[src/rtl/fb_pkg.sv]
// -----------------------------------------------------------------------------
// fb_pkg
//   Shared framebuffer definitions used by the write engine, the framebuffer
//   itself and the LED readout addressing.
//   - fb_op_t            : write-engine command opcodes
//   - fb_writer_state_t  : write-engine FSM states
//   - FB_* constants     : panel geometry and address width
//   - fb_addr(x, y)      : linear framebuffer address {y, x}
// -----------------------------------------------------------------------------
package fb_pkg;

   localparam int FB_WIDTH  = 64;
   localparam int FB_HEIGHT = 64;
   localparam int FB_X_W    = 6;
   localparam int FB_Y_W    = 6;
   localparam int FB_ADDR_W = 12;

   typedef enum logic [1:0] {
      PIXEL = 2'd0,
      HLINE = 2'd1,
      FILL  = 2'd2,
      RSVD  = 2'd3
   } fb_op_t;

   typedef enum logic [0:0] {
      IDLE = 1'b0,
      RUN  = 1'b1
   } fb_writer_state_t;

   // Row-major packing; y[5] lands on the address MSB, which is the panel-half
   // select used by the readout ({half, row, col}).
   function automatic logic [FB_ADDR_W-1:0] fb_addr(input logic [FB_X_W-1:0] x,
                                                    input logic [FB_Y_W-1:0] y);
      return {y, x};
   endfunction

endpackage

[src/rtl/fb_writer.sv]
// -----------------------------------------------------------------------------
// fb_writer
//   Command-driven framebuffer write engine. Turns PIXEL / HLINE / FILL
//   commands into back-to-back single-cycle writes on the framebuffer
//   write port.
// Ports:
//   clk        clock, all logic on posedge
//   rst        asynchronous active-low reset
//   cmd_valid  command present          cmd_ready  engine idle, can accept
//   cmd_op     0=PIXEL 1=HLINE 2=FILL 3=reserved (no-op)
//   cmd_x/y    start column / row       cmd_len    HLINE length 0..64
//   cmd_color  pixel value
//   fb_we / fb_waddr / fb_din   registered framebuffer write port
//   busy       a command is executing
// -----------------------------------------------------------------------------
module fb_writer
   import fb_pkg::*;
#(
   parameter int WIDTH   = FB_WIDTH,
   parameter int HEIGHT  = FB_HEIGHT,
   parameter int COLOR_W = 4,
   parameter int ADDR_W  = FB_ADDR_W
) (
   input  logic                clk,
   input  logic                rst,
   input  logic                cmd_valid,
   output logic                cmd_ready,
   input  logic [1:0]          cmd_op,
   input  logic [FB_X_W-1:0]   cmd_x,
   input  logic [FB_Y_W-1:0]   cmd_y,
   input  logic [FB_X_W:0]     cmd_len,
   input  logic [COLOR_W-1:0]  cmd_color,
   output logic                fb_we,
   output logic [ADDR_W-1:0]   fb_waddr,
   output logic [COLOR_W-1:0]  fb_din,
   output logic                busy
);

   // One extra bit on both counters so the terminal values (WIDTH and
   // WIDTH*HEIGHT) are representable without wrapping.
   localparam int COL_W = FB_X_W + 1;
   localparam int CNT_W = ADDR_W + 1;
   localparam logic [COL_W-1:0] ROW_END   = COL_W'(WIDTH);
   localparam logic [CNT_W-1:0] FILL_LAST = CNT_W'(WIDTH * HEIGHT);

   fb_writer_state_t      state_q, state_d;
   logic                  fill_q, fill_d;
   logic [COL_W-1:0]      col_q, col_d;
   logic [COL_W-1:0]      col_end_q, col_end_d;
   logic [FB_Y_W-1:0]     row_q, row_d;
   logic [CNT_W-1:0]      cnt_q, cnt_d;
   logic                  fb_we_q, fb_we_d;
   logic [ADDR_W-1:0]     fb_waddr_q, fb_waddr_d;
   logic [COLOR_W-1:0]    fb_din_q, fb_din_d;
   logic                  busy_q, busy_d;

   fb_op_t                op_in;
   logic [COL_W-1:0]      room;
   logic [COL_W-1:0]      run_len;
   logic                  accept;

   assign op_in     = fb_op_t'(cmd_op);
   assign cmd_ready = (state_q == IDLE) && rst;
   assign accept    = cmd_valid && cmd_ready;

   // Pixels left on the row from cmd_x; HLINE is clipped to this so it never
   // spills into the next row. PIXEL is simply a one-pixel run.
   assign room    = ROW_END - {1'b0, cmd_x};
   assign run_len = (op_in == PIXEL) ? COL_W'(1)
                  : ((cmd_len < room) ? cmd_len : room);

   always_comb begin
      state_d    = state_q;
      fill_d     = fill_q;
      col_d      = col_q;
      col_end_d  = col_end_q;
      row_d      = row_q;
      cnt_d      = cnt_q;
      fb_we_d    = 1'b0;
      fb_waddr_d = fb_waddr_q;
      fb_din_d   = fb_din_q;
      busy_d     = busy_q;

      case (state_q)
         IDLE: begin
            if (accept) begin
               case (op_in)
                  PIXEL, HLINE: begin
                     // Zero-length runs are consumed without leaving IDLE.
                     if (run_len != '0) begin
                        state_d    = RUN;
                        busy_d     = 1'b1;
                        fill_d     = 1'b0;
                        fb_we_d    = 1'b1;
                        fb_waddr_d = fb_addr(cmd_x, cmd_y);
                        fb_din_d   = cmd_color;
                        row_d      = cmd_y;
                        col_d      = {1'b0, cmd_x} + COL_W'(1);
                        col_end_d  = {1'b0, cmd_x} + run_len;
                     end
                  end
                  FILL: begin
                     state_d    = RUN;
                     busy_d     = 1'b1;
                     fill_d     = 1'b1;
                     fb_we_d    = 1'b1;
                     fb_waddr_d = '0;
                     fb_din_d   = cmd_color;
                     cnt_d      = CNT_W'(1);
                  end
                  default: ;
               endcase
            end
         end
         RUN: begin
            // The first write was issued on the accept edge, so the counters
            // here always point at the next write to issue.
            if (fill_q) begin
               if (cnt_q == FILL_LAST) begin
                  state_d = IDLE;
                  busy_d  = 1'b0;
               end else begin
                  fb_we_d    = 1'b1;
                  fb_waddr_d = cnt_q[ADDR_W-1:0];
                  cnt_d      = cnt_q + CNT_W'(1);
               end
            end else begin
               if (col_q == col_end_q) begin
                  state_d = IDLE;
                  busy_d  = 1'b0;
               end else begin
                  fb_we_d    = 1'b1;
                  fb_waddr_d = fb_addr(col_q[FB_X_W-1:0], row_q);
                  col_d      = col_q + COL_W'(1);
               end
            end
         end
         default: begin
            state_d = IDLE;
            busy_d  = 1'b0;
         end
      endcase
   end

   always_ff @(posedge clk or negedge rst) begin
      if (!rst) begin
         state_q    <= IDLE;
         fill_q     <= 1'b0;
         col_q      <= '0;
         col_end_q  <= '0;
         row_q      <= '0;
         cnt_q      <= '0;
         fb_we_q    <= 1'b0;
         fb_waddr_q <= '0;
         fb_din_q   <= '0;
         busy_q     <= 1'b0;
      end else begin
         state_q    <= state_d;
         fill_q     <= fill_d;
         col_q      <= col_d;
         col_end_q  <= col_end_d;
         row_q      <= row_d;
         cnt_q      <= cnt_d;
         fb_we_q    <= fb_we_d;
         fb_waddr_q <= fb_waddr_d;
         fb_din_q   <= fb_din_d;
         busy_q     <= busy_d;
      end
   end

   assign fb_we    = fb_we_q;
   assign fb_waddr = fb_waddr_q;
   assign fb_din   = fb_din_q;
   assign busy     = busy_q;

endmodule

[config.mk]
export PLATFORM = sky130hd
export DESIGN_NAME = fb_writer
export DESIGN_NICKNAME = d
export VERILOG_FILES = /design/src/rtl/fb_pkg.sv /design/src/rtl/fb_writer.sv
export SDC_FILE = /design/constraint.sdc
export NUM_CORES = 1
export LEC_CHECK = 0
export ABC_AREA = 0
export BUFFER_PORTS_ARGS = -buffer_cell sky130_fd_sc_hd__buf_2
export CAP_MARGIN = 20
export CORE_UTILIZATION = 52
export CTS_CLUSTER_SIZE = 25
export DETAILED_ROUTE_END_ITERATION = 16
export PLACE_DENSITY = 0.86
export SYNTH_ARGS = -nofsm -noshare
export SYNTH_HDL_FRONTEND = slang
export SYNTH_SLANG_ARGS = --single-unit
export TNS_END_PERCENT = 1
[constraint.sdc]
create_clock -name clk -period 2.4 [get_ports clk]
set_clock_uncertainty 0.05 [all_clocks]
set_input_delay 0.24 -clock clk [delete_from_list [all_inputs] [get_ports clk]]
set_output_delay 0.24 -clock clk [all_outputs]
set_load 0.01 [all_outputs]
# == After elaboration in Yosys (flattened, before gate mapping) ==
# Index checks and enable logic that the tools add are counted.
# word_totals
reg_bits,52
word_cells,85
output_inout_bits,19
in_bits,28
# op_classes
bitwise_logic,1
addsub,5
n_eq_ne,19
magnitude_cmp,1
mux,38
n_reduce_logical,12
# ops
cell,count
$mux 12,5
$mux 13,4
$mux 7,7
$pmux 12 s2,2
$pmux 13 s2,1
$reduce_and 5->1,3
$pmux 7 s2,1
$add 13x1->13 const B,1
$eq 13x13->1 const B,1
$ne 2x2->1 const B,6
$reduce_and 4->1,3
$mux 1,11
$pmux 1 s2,5
$ne 3x3->1 const B,3
$pmux 4 s2,1
$add 6x1->7 const B,1
$add 6x7->7,1
$add 7x1->7 const B,1
$eq 7x7->1,1
$lt 7x7->1,1
$reduce_bool 7->1,1
$sub 7x6->7 const A,1
$ne 2x1->1 const B,3
$ne 3x2->1 const B,2
9 further kinds,10

# == Logic depth before layout (Yosys ltp) ==
# depth
depth_word,9
depth_mapped,24

# == Least setup slack after synthesis ==
# OpenSTA, ideal clock, no wires.
# synth_path
path_type,input port to flip-flop
from,input cmd_x[3]
to,register col_end_q[6]
arrival_ns,4.280
t_required_ns,2.217
setup_slack_ns,-2.063
path_stages,22
cell_sequence,buf_4 -> or3_4 -> or4_4 -> nand2_1 -> ha_1 -> a211o_1 -> a41oi_1 -> or2_2 -> clkbuf_1 -> clkbuf_1 -> nor2_1 -> a211o_1 -> ha_1 -> inv_1 -> fa_1 -> nor2b_1 -> o21a_1 -> o21ai_0 -> nand2b_1 -> a21oi_1 -> o21a_1 -> o22ai_1
# synth_via
elab_chain_cells,6
elab_cells_between_ends,7
cone_classes,add/sub (2); order compare (1); mux (2); reduce/logical (2)
# synth_lines
element,line_no,source
start: declaration,fb_writer.sv:29,"input logic [FB_X_W-1:0] cmd_x,"
"parallel branches: the longest is 6 deep, another holds $sub 7x6->7",n/a,
end signal: assignment,fb_writer.sv:161,col_end_q <= col_end_d;
end: declaration,fb_writer.sv:49,"logic [COL_W-1:0] col_end_q, col_end_d;"
# Several ways; the timed one is not identified.
# A chain may end at the register's enable or synchronous reset.

# == Worst setup path after layout ==
# layout_path
from,input cmd_x[4]
to,register col_end_q[6]
# Same word-level chain as after synthesis.

==> impl_metrics.toml <==
[routing]
drc_errors = 0
vias_per_cell = 6.094
wirelength_um = 9612
antenna_left = 0
dr_total_vias = 3248
wl_per_cell_um = 18.03
detail_route.iter0.violations = 241
drtPass1Iterations = 5

[clock_network]
path_clk_slew_ns = 0.09
clk_latency_ns = 0.30
cts-root-buf = "clkbuf_8"
numCtsBuffers = 5
clockBufferDepth = 2
cts_max_level = 2
clock_sinks = 52
cts_tree = "done"
hold_buffers = 0

[placement]
gp_congestion = 0.8618
dpl_cell_area_mm2 = 0.004258
hpwl_um = 6917
dp.cells = 519
portBuffers = 46
dp_slack_ns = -1.656

[power_and_ir_drop]
peakVddDrop_mv = 0.8961
cellPowerDensity_mw_per_mm2 = 1043
leakage_nw = 2.127

[global_route]
grt_usage = 0.2847
grt_max_degree = 55
grt_first_pass_wirelength_um = 16040
grt_overflow = 0
grt_pass1_vias = 3452
antenna_found_initial = 0

[outcome]
violations = "negative hold slack, negative setup slack"
status = "finished, violations left"

[timing]
finalWorstSetupSlack_ns = -1.270
slew-limit-headroom = 0.2865
finalHoldViolCount = 1
rsz0062_at_grt = "yes"
worstMarginPinSlew_ns = 1.070
period_minus_slack_ns = 3.670
slew_viol_final = 0
max_freq_mhz = 272.5
finalCritPeriodShare = 1.529
hold-worst-slack_ns = -0.001278
setup_violations = 39

[logic_synthesis]
synthArstFlopShare = 1.000
yosys.area.top_type_share = 0.3764
synth.area.top_cells = "dfrtp_1, mux2_2, ha_1"
synthesis.nets = 398
synth_area_mm2 = 0.003457
postSynth.topFlopCell = "dfrtp_1"
yosys_warnings = 0
synth-edff-count = 0
ys_seq_area_frac = 0.3764
synth.largest_area_cell = "dfrtp_1"
post-synth-top-count-cell = "dfrtp_1"
synth-seq-cells = 52
ys_types = 54
syn_area_per_cell_um2 = 9.793
synthCells = 353
ys_top_cells_by_count = "dfrtp_1, mux2_2, nor2_1, nand2_1, clkbuf_1"

[floorplan]
fp.dieH_um = 83.54
start_util = 0.5413
row_count = 29
die-area_mm2 = 0.006978
pin_count = 47
fp.dieW_um = 83.54
core_area_mm2 = 0.006386

[finish]
num_antenna_cells = 0
fillers = 408
drive_gt1_frac = 0.4079
finish.net_count = 500
postLayoutCoreUtil = 0.7045
final_area_mm2 = 0.004499
synthToLayoutAreaGrowth_pct = 30.15
fin_cells = 533

[job]
drv_cap = 0

[worst_setup_path]
cp-start-kind = "input port"
critical_path_arrival_ns = 3.81
slowest_delay_ns = 0.52
path_cells = "buf_6 > or3_4 > or4_4 > nand2_4 > ha_4 > a211o_1 > a41oi_2 > or2_4 > nor2_1 > a211o_1 > ha_2 > inv_2 > fa_2 > nor2b_1 > o21a_1 > o21ai_2 > nand2b_1 > a21oi_2 > o21a_1 > o22ai_1"
setup.worst_path.end_class = "flip-flop"
crit_fanout = 6
crit_required_ns = 2.54
slowest_stage = "or4_4"
crit_type = "input port to flip-flop"

[min_path]
hold_path_class = "input port to asynchronous set/reset pin"
[through the flow]
stage / TNS [ns] / power (W)
after global placement: -40.63 / 0.003844
after detailed placement: -47.37 / 0.003995
final: -33.50 / 0.004694
after floorplan: -40.90 / 0.003111
after global routing: -38.31 / 0.004955
after CTS: -32.50 / 0.004644
[routing by layer]
metal | GRT usage | up-vias | routed length, um
met4 | 0.1279 | 0 | 259
met1 | 0.3553 | 1588 | 3876
li1 | - | 1466 | -
met3 | 0.03956 | 33 | 638
met2 | 0.4918 | 161 | 4836
met5 | 0 | - | 0
[layout by cell type (no fill, tap or decap), types with 6 or more instances in the layout]
| cell | netlist | final |
|---|---|---|
| a21oi_1 | 16 | 14 |
| a22o_1 | 12 | 12 |
| buf_2 | 0 | 45 |
| buf_4 | 1 | 66 |
| dfrtp_1 | 52 | 52 |
| ha_1 | 16 | 13 |
| inv_1 | 17 | 16 |
| mux2_2 | 28 | 24 |
| mux2_4 | 0 | 8 |
| nand2_1 | 20 | 19 |
| nand3_1 | 8 | 8 |
| nand3b_1 | 6 | 6 |
| nor2_1 | 27 | 26 |
| o21ai_0 | 13 | 11 |
| xnor2_1 | 10 | 10 |
| xor2_1 | 16 | 16 |
[flip-flops by register name, summed over array words and instances, names as in the netlist, 4 cells and up]
signal,flops
cnt_q,13
fb_waddr,12
col_end_q,7
col_q,7
row_q,6
fb_din,4
[report_power, final]
part           internal [W]  switching (W)
clock network      0.000204       0.000292
registers           0.00125       0.000289
logic               0.00138        0.00128
total               0.00284        0.00186
[worst paths after layout]
kind	startpoint	cells past startpoint	slack, ns	endpoint
max	cmd_x[4]	20	-1.27	col_end_q[6]$_DFFE_PN0P_
max reg2reg	cnt_q[0]$_DFFE_PN0P_	8	-0.01	fb_waddr[6]$_DFFE_PN0P_
min	rst	2	-0.001	cnt_q[3]$_DFFE_PN0P_
min in group clk	cmd_color[2]	2	0.12	fb_din[2]$_DFFE_PN0P_
max in group asynchronous	rst	2	1.84	row_q[1]$_DFFE_PN0P_
min reg2reg	fb_waddr[1]$_DFFE_PN0P_	1	0.45	fb_waddr[1]$_DFFE_PN0P_
[critical path: cells and delay by family]
kind            cells  cell delay (ns)
fa+ha+maj           3             0.60
buf+inv             2             0.15
simple gates        7             1.37
compound gates      8             1.45
[cells by family (layout without fill, tap and decap cells)]
| family | Yosys count | after routing | synth area share |
|---|---|---|---|
| AOI/OAI and AO/OA | 73 | 73 | 0.1509 |
| xor gates and xnor gates | 26 | 26 | 0.06587 |
| adders and majority gates | 17 | 17 | 0.06370 |
| buffers and inverters | 39 | 142 | 0.04560 |
| DFF | 52 | 52 | 0.3764 |
| muxes | 40 | 40 | 0.1292 |
| and+or+nand+nor | 106 | 106 | 0.1683 |
[what timing repair did]
| action | 4_1_cts | 5_1_grt |
|---|---|---|
| gates resized for setup | 24 | 0 |
| endpoints found under the setup margin | 39 | 39 |
| buffers inserted | 5 | 1 |
| pin swaps | 8 | 3 |
[final cells by class]
class	instances	area, um^2	area share
well taps	77	96.34	0.02141
flip-flops and latches	52	1301	0.2892
multi-input cells	262	2145	0.4766
repair buffers	117	805.8	0.1791
inverters	17	63.81	0.01418
clock inverters	3	18.77	0.004171
clock buffers	5	68.82	0.01529
Note: power is estimated with default switching activity, not from simulation.
